**src/rtl/frame_sync_receiver.sv**
```systemverilog
// Frame sync receiver: hunts for SYNC1/SYNC2 in a serial MSB-first bit stream, locks word
// alignment and deserializes num_word 16-bit data words per frame.
// Optional build macro DATA_CHECK_EN enables the incrementing-sequence checker that drives
// count_error / error_count; without it both outputs are tied to zero.
module frame_sync_receiver #(
   parameter logic [15:0] SYNC1      = 16'hFE6B,
   parameter logic [15:0] SYNC2      = 16'h2840,
   parameter int unsigned MISS_LIMIT = 2
) (
   input  logic        clock_in,
   input  logic        reset,
   input  logic        data_in,
   input  logic [15:0] num_word,
   output logic [15:0] word_out,
   output logic        word_valid,
   output logic        frame_start,
   output logic        locked,
   output logic        sync_miss,
   output logic        count_error,
   output logic [15:0] error_count
);

   localparam logic [3:0] MISS_MAX = 4'(MISS_LIMIT);

   typedef enum logic [2:0] {SEARCH, CHECK2, DATA, SYNC_A, SYNC_B} state_t;

   state_t      state;
   logic [15:0] sr;
   logic [3:0]  bc;
   logic [15:0] wc;
   logic [15:0] last_idx;   // index of the final data word in the current frame
   logic [3:0]  miss;
   logic        match1;

   logic [15:0] word;
   logic        boundary;
   logic [15:0] num_last;

   // Value the shift register takes on this edge; all comparisons use it.
   assign word     = {sr[14:0], data_in};
   assign boundary = (bc == 4'd15);
   assign num_last = (num_word == 16'd0) ? 16'd0 : num_word - 16'd1;

   // Sync hunting, lock tracking and word deserialization FSM with registered outputs.
   always_ff @(posedge clock_in) begin
      if (reset) begin
         state       <= SEARCH;
         sr          <= '0;
         bc          <= '0;
         wc          <= '0;
         last_idx    <= '0;
         miss        <= '0;
         match1      <= 1'b0;
         word_out    <= '0;
         word_valid  <= 1'b0;
         frame_start <= 1'b0;
         locked      <= 1'b0;
         sync_miss   <= 1'b0;
      end else begin
         sr          <= word;
         word_valid  <= 1'b0;
         frame_start <= 1'b0;
         sync_miss   <= 1'b0;
         if (state != SEARCH) begin
            bc <= bc + 4'd1;
         end
         case (state)
            SEARCH: begin
               if (word == SYNC1) begin
                  state <= CHECK2;
                  bc    <= '0;
               end
            end
            CHECK2: begin
               if (boundary) begin
                  if (word == SYNC2) begin
                     state    <= DATA;
                     wc       <= '0;
                     miss     <= '0;
                     locked   <= 1'b1;
                     last_idx <= num_last;
                  end else begin
                     state <= SEARCH;
                  end
               end
            end
            DATA: begin
               if (boundary) begin
                  word_out    <= word;
                  word_valid  <= 1'b1;
                  frame_start <= (wc == 16'd0);
                  if (wc == last_idx) begin
                     state <= SYNC_A;
                     wc    <= '0;
                  end else begin
                     wc <= wc + 16'd1;
                  end
               end
            end
            SYNC_A: begin
               if (boundary) begin
                  match1 <= (word == SYNC1);
                  state  <= SYNC_B;
               end
            end
            SYNC_B: begin
               if (boundary) begin
                  if (match1 && (word == SYNC2)) begin
                     miss     <= '0;
                     state    <= DATA;
                     wc       <= '0;
                     last_idx <= num_last;
                  end else begin
                     sync_miss <= 1'b1;
                     if (miss + 4'd1 >= MISS_MAX) begin
                        miss   <= '0;
                        state  <= SEARCH;
                        locked <= 1'b0;
                     end else begin
                        // Flywheel: keep alignment and carry on with the next frame.
                        miss     <= miss + 4'd1;
                        state    <= DATA;
                        wc       <= '0;
                        last_idx <= num_last;
                     end
                  end
               end
            end
            default: state <= SEARCH;
         endcase
      end
   end

`ifdef DATA_CHECK_EN
   logic [15:0] prev_word;
   logic        armed;      // low until the first word after acquisition seeds prev_word
   logic        data_edge;
   logic        lock_edge;

   assign data_edge = (state == DATA) && boundary;
   assign lock_edge = (state == CHECK2) && boundary && (word == SYNC2);

   // Check every delivered word against the previous word plus one.
   always_ff @(posedge clock_in) begin
      if (reset) begin
         prev_word   <= '0;
         armed       <= 1'b0;
         count_error <= 1'b0;
         error_count <= '0;
      end else begin
         count_error <= 1'b0;
         if (lock_edge) begin
            armed <= 1'b0;
         end else if (data_edge) begin
            if (armed && (word != prev_word + 16'd1)) begin
               count_error <= 1'b1;
               if (error_count != 16'hFFFF) begin
                  error_count <= error_count + 16'd1;
               end
            end
            prev_word <= word;
            armed     <= 1'b1;
         end
      end
   end
`else
   assign count_error = 1'b0;
   assign error_count = 16'h0000;
`endif

endmodule
```
**config.mk**
```make
export PLATFORM = sky130hd
export DESIGN_NAME = frame_sync_receiver
export DESIGN_NICKNAME = d
export VERILOG_FILES = /design/src/rtl/frame_sync_receiver.sv
export SDC_FILE = /design/constraint.sdc
export NUM_CORES = 1
export LEC_CHECK = 0
export CORE_ASPECT_RATIO = 0.8
export CORE_UTILIZATION = 40
export CTS_BUF_LIST = sky130_fd_sc_hd__clkbuf_4 sky130_fd_sc_hd__clkbuf_8
export DETAILED_ROUTE_END_ITERATION = 8
export HOLD_SLACK_MARGIN = 0.1
export PLACE_DENSITY_LB_ADDON = 0.3
export SYNTH_ARGS = -nofsm -noshare
export SYNTH_HDL_FRONTEND = slang
export SYNTH_SLANG_ARGS = --single-unit
```
**constraint.sdc**
```tcl
create_clock -name clock_in -period 2.6 [get_ports clock_in]
set_input_delay 0.52 -clock clock_in [delete_from_list [all_inputs] [get_ports clock_in]]
set_output_delay 0.52 -clock clock_in [all_outputs]
set_load 0.01 [all_outputs]
```
### Word level (Yosys, flattened, before mapping)

Index checks and enable logic that the tools add are counted.

| operators by class | value |
|---|---|
| mux-type cells | 42 |
| order comparisons | 1 |
| $add $sub $neg | 4 |
| equality and inequality tests | 18 |
| reduce and logical (&&, ||, !) cells | 17 |
| bitwise operators | 3 |

Operators by type and width:

| kind | number |
|---|---|
| two-way mux 16 bit | 13 |
| one-hot mux 16 bit (3 select lines) | 1 |
| zero test 16 bit | 2 |
| two-way mux 4 bit | 8 |
| one-hot mux 16 bit (2 select lines) | 1 |
| two-way mux 3 bit | 6 |
| != test 2 bit (second input constant) | 9 |
| AND reduction 6 bit | 3 |
| adder 16 x 1 -> 16 bit (second input constant) | 1 |
| equality test 16 x 14 -> 1 bit (second input constant) | 1 |
| equality test 16 bit | 1 |
| equality test 16 bit (second input constant) | 1 |
| subtractor 16 x 1 -> 16 bit (second input constant) | 1 |
| one-hot mux 3 bit (5 select lines) | 1 |
| adder 4 x 1 -> 4 bit (second input constant) | 2 |
| one-hot mux 4 bit (2 select lines) | 1 |
| two-way mux 1 bit | 7 |
| equality test 3 x 2 -> 1 bit (second input constant) | 2 |
| two-way mux 2 bit | 3 |
| nonzero test 3 bit | 2 |
| OR reduction 3 bit | 2 |
| AND reduction 5 bit | 1 |
| equality test 4 bit (second input constant) | 1 |
| >= comparator 4 x 2 -> 1 bit (second input constant) | 1 |
| other kinds (11) | 14 |

| storage, ports and cells | value |
|---|---|
| output and inout port bits | 37 |
| register bits after elaboration | 79 |

### Longest topological paths before layout

Gate-level depths: netlist of run 1.

| logic depth | value |
|---|---|
| depth after elaboration | 6 |
| gate-level depth with buffers | 11 |

### Worst setup path after synthesis of run 1

Ideal clock, no wire load.

| timing | value |
|---|---|
| kind | input to register |
| start | input num_word[7] |
| end | register last_idx[14] |
| stages | 7 |
| slack | 0.311 ns |
| data arrival time | 2.167 ns |
| buffers on the path | 0 |
| required time | 2.478 ns |
| cell sequence | or3_1 > nor3_1 > nand2_1 > nor4b_2 > nor2_1 > nand3_1 > o21ai_0 |

| between the ends | value |
|---|---|
| word-level cells in the longest chain between the ends | 6 |
| elaborated cells on any way between the ends | 9 |
| those cells by class | 1 x add/sub; 7 x mux; 1 x reduce/logical |

Ends and longest elaborated chain:

| item | line | source |
|---|---|---|
| from (decl) | 13 | `input logic [15:0] num_word,` |
| subtractor 16 x 1 -> 16 bit or zero test 16 bit (tied branches) | 42 | `assign num_last = (num_word == 16'd0) ? 16'd0 : num_word - 16'd1;` |
| two-way mux 16 bit * | 42 |  |
| two-way mux 16 bit | 115 | `if (miss + 4'd1 >= MISS_MAX) begin` |
| two-way mux 16 bit | 108 | `if (match1 && (word == SYNC2)) begin` |
| two-way mux 16 bit | 107 | `if (boundary) begin` |
| one-hot mux 16 bit (2 select lines) * | 67 | `case (state)` |
| to (signal assigned) | 81 | `last_idx <= num_last;` |
| to (signal assigned) | 112 | `last_idx <= num_last;` |
| to (signal assigned) | 124 | `last_idx <= num_last;` |
| to (decl) | 31 | `logic [15:0] last_idx;` |

Every way passes the cells marked *; elsewhere a longest branch is shown, timed or not. The select of a mux whose other input is x is not followed.
A chain may end at the register's enable or synchronous reset.

### Final worst setup path of run 1

| timing | value |
|---|---|
| start | register miss[1] |
| end | register last_idx[10] |

| between the ends | value |
|---|---|
| word-level cells in the longest chain between the ends | 4 |

Ends and longest elaborated chain:

| item | line | source |
|---|---|---|
| from (decl) | 32 | `logic [3:0] miss;` |
| from (signal assigned) | 121 | `miss <= miss + 4'd1;` |
| adder 4 x 1 -> 4 bit | 115 |  |
| >= comparator 4 x 2 -> 1 bit | 115 |  |
| != test 3 bit (no source line) | - |  |
| AND reduction 5 bit (no source line) | - |  |

Every way passes these cells.

==> flow_summary.json, run 1 <==
{
  "port_buffers": 38,
  "p_seq_frac": 0.564,
  "power.switching_uw": 532,
  "required_ps": 2880,
  "hold_violations": 0,
  "crit_family": "compound AO/OA/AOI/OAI gates",
  "antenna_found_initial": 0,
  "die_w_um": 113,
  "cp.buffers_inverters": 3,
  "path_class": "reg -> reg",
  "htreeDepth": 3,
  "die_area_sq_um": 10200,
  "synth_flop_cell": "dfxtp_1",
  "viasPerCell": 5.10,
  "p_per_area_nw_per_um2": 455,
  "place_area_sq_um": 4540,
  "setup_viol": 0,
  "crit_top_cell": "o21ai_0",
  "grt-ovfl-total": 0,
  "yosys_register_bits": 79,
  "synth_edf_count": 0,
  "rsz0062_at_grt": "false",
  "endpoint_kind": "flop",
  "power_frac_comb": 0.053,
  "drive_above_1_share": 0.113,
  "clock_latency_ps": 350,
  "grt_pass1_wl_um": 14400,
  "cts_root_buf": "clkbuf_8",
  "clkSinkCount": 79,
  "p_sw_frac": 0.247,
  "worstPathMaxFanout": 14,
  "outcome": "finished, final reports clean",
  "clk_transition_reported_paths_ps": 90,
  "leakagePower_uw": 0.00167,
  "synth_warnings": 0,
  "clkPwrFrac": 0.383,
  "drv_cap": 0,
  "max-slew-margin-rel": 0.634,
  "report.final.slew_viol_count": 0,
  "worst_pin_slew_ps": 547,
  "skew_ps": 12.7,
  "cts_buffer_depth": 2,
  "fin_crit_ps": 2360,
  "finalNetCount": 560,
  "synth_area_sq_um": 3920,
  "grt_pass1_vias": 3117,
  "grtUsageTotal": 0.175,
  "ir_drop_mv": 0.218,
  "worstPathCellList": "inv_1, ha_1, nor2b_1, nor4b_2, a41o_1, o21ai_0, a211oi_4, buf_12, buf_4, nand3_1, o21ai_0",
  "diodes": 0,
  "postSynth.asyncResetShare": 0,
  "place.gp.congestion": 0.837,
  "io_pins": 56,
  "dr_total_vias": 3333,
  "wl_per_cell_um": 12.7,
  "drt_pass1_iterations": 4,
  "p_total_uw": 2150,
  "intPower_uw": 1620,
  "cts_tree": "built",
  "slowest_delay_ps": 360,
  "netlist_instances": 475,
  "drtIter0Drc": 120,
  "min_period_over_period": 0.908,
  "drt_wl_total_um": 8320,
  "post-route-util": 0.510,
  "syn_area_per_cell_sq_um": 8.24,
  "cp.arrival_ps": 2640,
  "cts_made_buffers": 9,
  "critPathLaunchType": "flop",
  "core_area_sq_um": 9270,
  "synth_cell_types": 55,
  "grt_max_degree": 30,
  "initial_core_util": 0.422,
  "hpwl_um": 6300,
  "route.detailed.drc": 0,
  "seq_area_frac_synth": 0.404,
  "detail-route-antenna-nets": 0,
  "final.setup.tns_ps": 0,
  "crit_slowest_cell": "dfxtp_1",
  "syn_to_final_growth_pct": 20.7,
  "die_h_um": 90.5,
  "clock.fmax_ghz": 0.424,
  "cts_hold_buf": 0,
  "stdcell_area_sq_um": 4730,
  "rows": 31,
  "hold_path_class": "reg -> reg"
}
worst min-delay path, cell delays in order, from the launching register on:
cell     delay [ps]
dfxtp_1         320
nand2_1          50
a21oi_1          50
per-layer routing:
metal	GRT usage	share of wire	wire (um)
met1	0.246	0.50	4180
met2	0.272	0.45	3710
met3	0.0362	0.043	356
met4	0.0467	0.0089	74
met5	0	0	0
state kept, by name (all words and copies together) (netlist names):
register	cells
bc	4
frame_start	1
last_idx	16
locked	1
match1	1
miss	4
sr	15
state	3
sync_miss	1
wc	16
word_out	16
word_valid	1
worst paths after layout:
path,endpoint,cells past startpoint,slack [ps],startpoint
worst max-delay path,last_idx[10]$_SDFFE_PP0P_,11,240,miss[1]$_SDFFE_PP0P_
worst min-delay path,word_out[7]$_SDFFE_PP0P_,2,460,word_out[7]$_SDFFE_PP0P_
worst max register to register,last_idx[10]$_SDFFE_PP0P_,11,240,miss[1]$_SDFFE_PP0P_
worst min register to register,word_out[7]$_SDFFE_PP0P_,2,460,word_out[7]$_SDFFE_PP0P_
cell type report:
type / count / area (sq um)
Sequential cell: 79 / 1580
Multi-Input combinational cell: 365 / 2150
Tap cell: 115 / 144
Timing Repair Buffer: 70 / 641
Clock inverter: 7 / 56.3
Inverter: 9 / 33.8
Clock buffer: 9 / 124
Fill cell: 876 / 4540
cell usage after synthesis (9+ instances only):
library cell | instances | area, sq um
dfxtp_1 | 79 | 1580
nand2_1 | 61 | 229
nor2_1 | 48 | 180
a21oi_1 | 31 | 155
o21ai_0 | 21 | 105
xnor2_1 | 21 | 184
nand3_1 | 20 | 100
buf_4 | 18 | 135
nor2b_1 | 18 | 113
clkbuf_1 | 16 | 60.1
nor3_1 | 16 | 80.1
xor2_1 | 15 | 131
nand2b_1 | 11 | 68.8
inv_1 | 9 | 33.8
stage by stage:
stage	hold WS, ps	worst slack (ps)	instances
6_report	456	240	654
5_1_grt	474	10.1	654
4_1_cts	459	196	654
3_5_place_dp	446	-56.4	638
3_3_place_gp	444	-26.6	638
2_1_floorplan	435	311	491
repair_timing:
item,CTS,global route
gates resized for setup,0,1
setup endpoints to repair,0,6
hold endpoints to repair,0,0
setup buffers,0,0
placed cells by master (no fill, tap or decap), types with 11 or more instances in the layout:
master           count
dfxtp_1             79
nand2_1             61
nor2_1              48
clkdlybuf4s50_1     37
a21oi_1             31
buf_4               30
xnor2_1             21
o21ai_0             21
nand3_1             20
nor2b_1             18
conb_1              17
nor3_1              16
xor2_1              15
nand2b_1            11
cells by family (layout without fill, tap and decap cells):
logic type      after synthesis  in the layout  share of synthesized area
simple gates                218            218                      0.277
compound gates               81             81                      0.135
flops                        79             79                      0.404
buf+inv                      47             95                     0.0649
xor+xnor                     36             36                     0.0805
fa+ha+maj                     7              7                     0.0224
mux                           6              6                     0.0153
other cells                   1             17                   0.000958
power groups by stage:
| stage | combinational, uW | sequential [uW] | clock (uW) |
|---|---|---|---|
| CTS | 114 | 1210 | 846 |
| finish | 114 | 1210 | 824 |
| global placement | 113 | 1240 | 0 |
| floorplan | 73.8 | 1240 | 0 |
| global route | 125 | 1210 | 906 |
| detailed placement | 114 | 1240 | 0 |
Power figures use the tool's default switching activity.
==> run 2: changes to the inputs <==
--- a/config.mk
+++ b/config.mk
@@ -6,7 +6,8 @@
 export NUM_CORES = 1
 export LEC_CHECK = 0
 export CORE_ASPECT_RATIO = 0.8
-export CORE_UTILIZATION = 40
+export CORE_MARGIN = 4
+export CORE_UTILIZATION = 30
 export CTS_BUF_LIST = sky130_fd_sc_hd__clkbuf_4 sky130_fd_sc_hd__clkbuf_8
 export DETAILED_ROUTE_END_ITERATION = 8
 export HOLD_SLACK_MARGIN = 0.1
==> flow_summary.json, run 2 (synthesis results as in run 1) <==
{
  "place.gp.congestion": 0.802,
  "critPathLaunchType": "flop",
  "rsz0062_at_grt": "false",
  "die_h_um": 110,
  "skew_ps": 11.3,
  "top_regs": "last_idx x16, wc x16, word_out x16",
  "grtUsageTotal": 0.121,
  "drt_pass1_iterations": 4,
  "cts_hold_buf": 0,
  "initial_core_util": 0.305,
  "report.final.slew_viol_count": 0,
  "cts_setup_buffers": 0,
  "clk_transition_reported_paths_ps": 80,
  "grt_pass1_wl_um": 14800,
  "grt_max_degree": 34,
  "diodes": 0,
  "cts_resized": 0,
  "fill_cells": 1325,
  "place_inst": 703,
  "power_frac_comb": 0.048,
  "cts_root_buf": "clkbuf_8",
  "cts_tree": "built",
  "port_buffers": 38,
  "clock_latency_ps": 350,
  "worstReg2RegStart": "miss[1]$_SDFFE_PP0P_",
  "ir_drop_mv": 0.216,
  "cp.arrival_ps": 2590,
  "hold_violations": 0,
  "fin_crit_ps": 2370,
  "final-instance-count-excl-fill": 719,
  "stdcell_area_sq_um": 4910,
  "rows": 37,
  "cts_made_buffers": 9,
  "worst_pin_slew_ps": 1000,
  "required_ps": 2810,
  "drv_cap": 0,
  "worstPathMaxFanout": 23,
  "power.switching_uw": 507,
  "p_sw_frac": 0.207,
  "intPower_uw": 1940,
  "outcome": "finished, final reports clean",
  "p_per_area_nw_per_um2": 500,
  "setup_viol": 0,
  "path_class": "reg -> reg",
  "final_common_cell": "dfxtp_1",
  "crit_start": "miss[1]$_SDFFE_PP0P_",
  "clock.fmax_ghz": 0.421,
  "max-slew-margin-rel": 0.326,
  "drive_above_1_share": 0.121,
  "hold_path_class": "reg -> reg",
  "grt-ovfl-total": 0,
  "htreeDepth": 3,
  "fin_hold_ws_ps": 457,
  "p_seq_frac": 0.495,
  "multiInputGateArea_sq_um": 2150,
  "hpwl_um": 6480,
  "cts_buffer_depth": 2,
  "route.detailed.drc": 0,
  "min_period_over_period": 0.913,
  "syn_to_final_growth_pct": 25.3,
  "wl_per_cell_um": 12.0,
  "clkSinkCount": 79,
  "core_area_sq_um": 12800,
  "final_cell_mix": "dfxtp_1, nand2_1, nor2_1",
  "viasPerCell": 4.73,
  "dr_total_vias": 3404,
  "drtIter0Drc": 138,
  "endpoint_kind": "flop",
  "hp-start": "word_out[15]$_SDFFE_PP0P_",
  "io_pins": 56,
  "finalNetCount": 565,
  "grt_pass1_vias": 3205,
  "antenna_found_initial": 0,
  "leakagePower_uw": 0.00174,
  "clkPwrFrac": 0.457,
  "die_area_sq_um": 15000,
  "detail-route-antenna-nets": 0,
  "drt_wl_total_um": 8640,
  "seqCellArea_sq_um": 1580,
  "place_area_sq_um": 4650,
  "die_w_um": 136
}
[run 2: cell types whose count changed in the layout (fill, tap and decap cells not counted)]
cell | previous run | this run
buf_4 | 30 | 35
bufinv_16 | 0 | 3
clkinvlp_4 | 3 | 0
clkbuf_4 | 0 | 1
clkbuf_8 | 9 | 10
clkinv_4 | 1 | 0
inv_8 | 1 | 0
o21ai_0 | 21 | 20
o21ai_1 | 0 | 1
[run 2: stage by stage]
| step | TNS [ps] | power, uW | util | setup slack, ps |
|---|---|---|---|---|
| 2_1_floorplan | 0 | 1310 | - | 311 |
| 3_3_place_gp | -164 | 1360 | 0.363 | -73.3 |
| 3_5_place_dp | -672 | 1360 | 0.363 | -112 |
| 4_1_cts | 0 | 2480 | 0.382 | 124 |
| 5_1_grt | 0 | 2540 | 0.383 | 37.7 |
| 6_report | 0 | 2450 | 0.383 | 226 |
[run 2: critical path, stage by stage, from the launching register on]
cell      delay, ps
dfxtp_1         350
inv_1            60
ha_1            260
nor2b_1         160
nor4b_2         230
a41o_1          230
o21ai_0         180
a211oi_4        300
buf_12          200
mux2i_1         210
nor2_1           50
[run 2: worst paths after layout]
path                                                   to  slack (ps)  depth (start not counted)
worst max-delay path             last_idx[9]$_SDFFE_PP0P_         230                         10
worst min-delay path            word_out[15]$_SDFFE_PP0P_         460                          2
worst max register to register   last_idx[9]$_SDFFE_PP0P_         230                         10
worst min register to register  word_out[15]$_SDFFE_PP0P_         460                          2
[run 2: final cells by class]
cell class / instances / area share
clock buffer: 11 / 0.0296
clock inverter: 5 / 0.0212
inverter: 9 / 0.00688
multi-input combinational: 365 / 0.437
sequential: 79 / 0.322
tap: 175 / 0.0446
timing repair buffer: 75 / 0.138
[run 2: power by group through the flow]
stage	clock network [uW]	registers, uW	logic (uW)
after floorplan	0	1240	73.8
final	1120	1210	119
after detailed placement	0	1240	120
after CTS	1150	1210	120
after global placement	0	1240	118
after global routing	1190	1210	134
[run 2: routing by layer]
| layer | global-route usage | up-vias | share of wire |
|---|---|---|---|
| met5 | 0 | - | 0 |
| li1 | - | 1731 | - |
| met4 | 0.0317 | 0 | 0.010 |
| met1 | 0.167 | 1614 | 0.50 |
| met3 | 0.0304 | 8 | 0.032 |
| met2 | 0.191 | 51 | 0.45 |
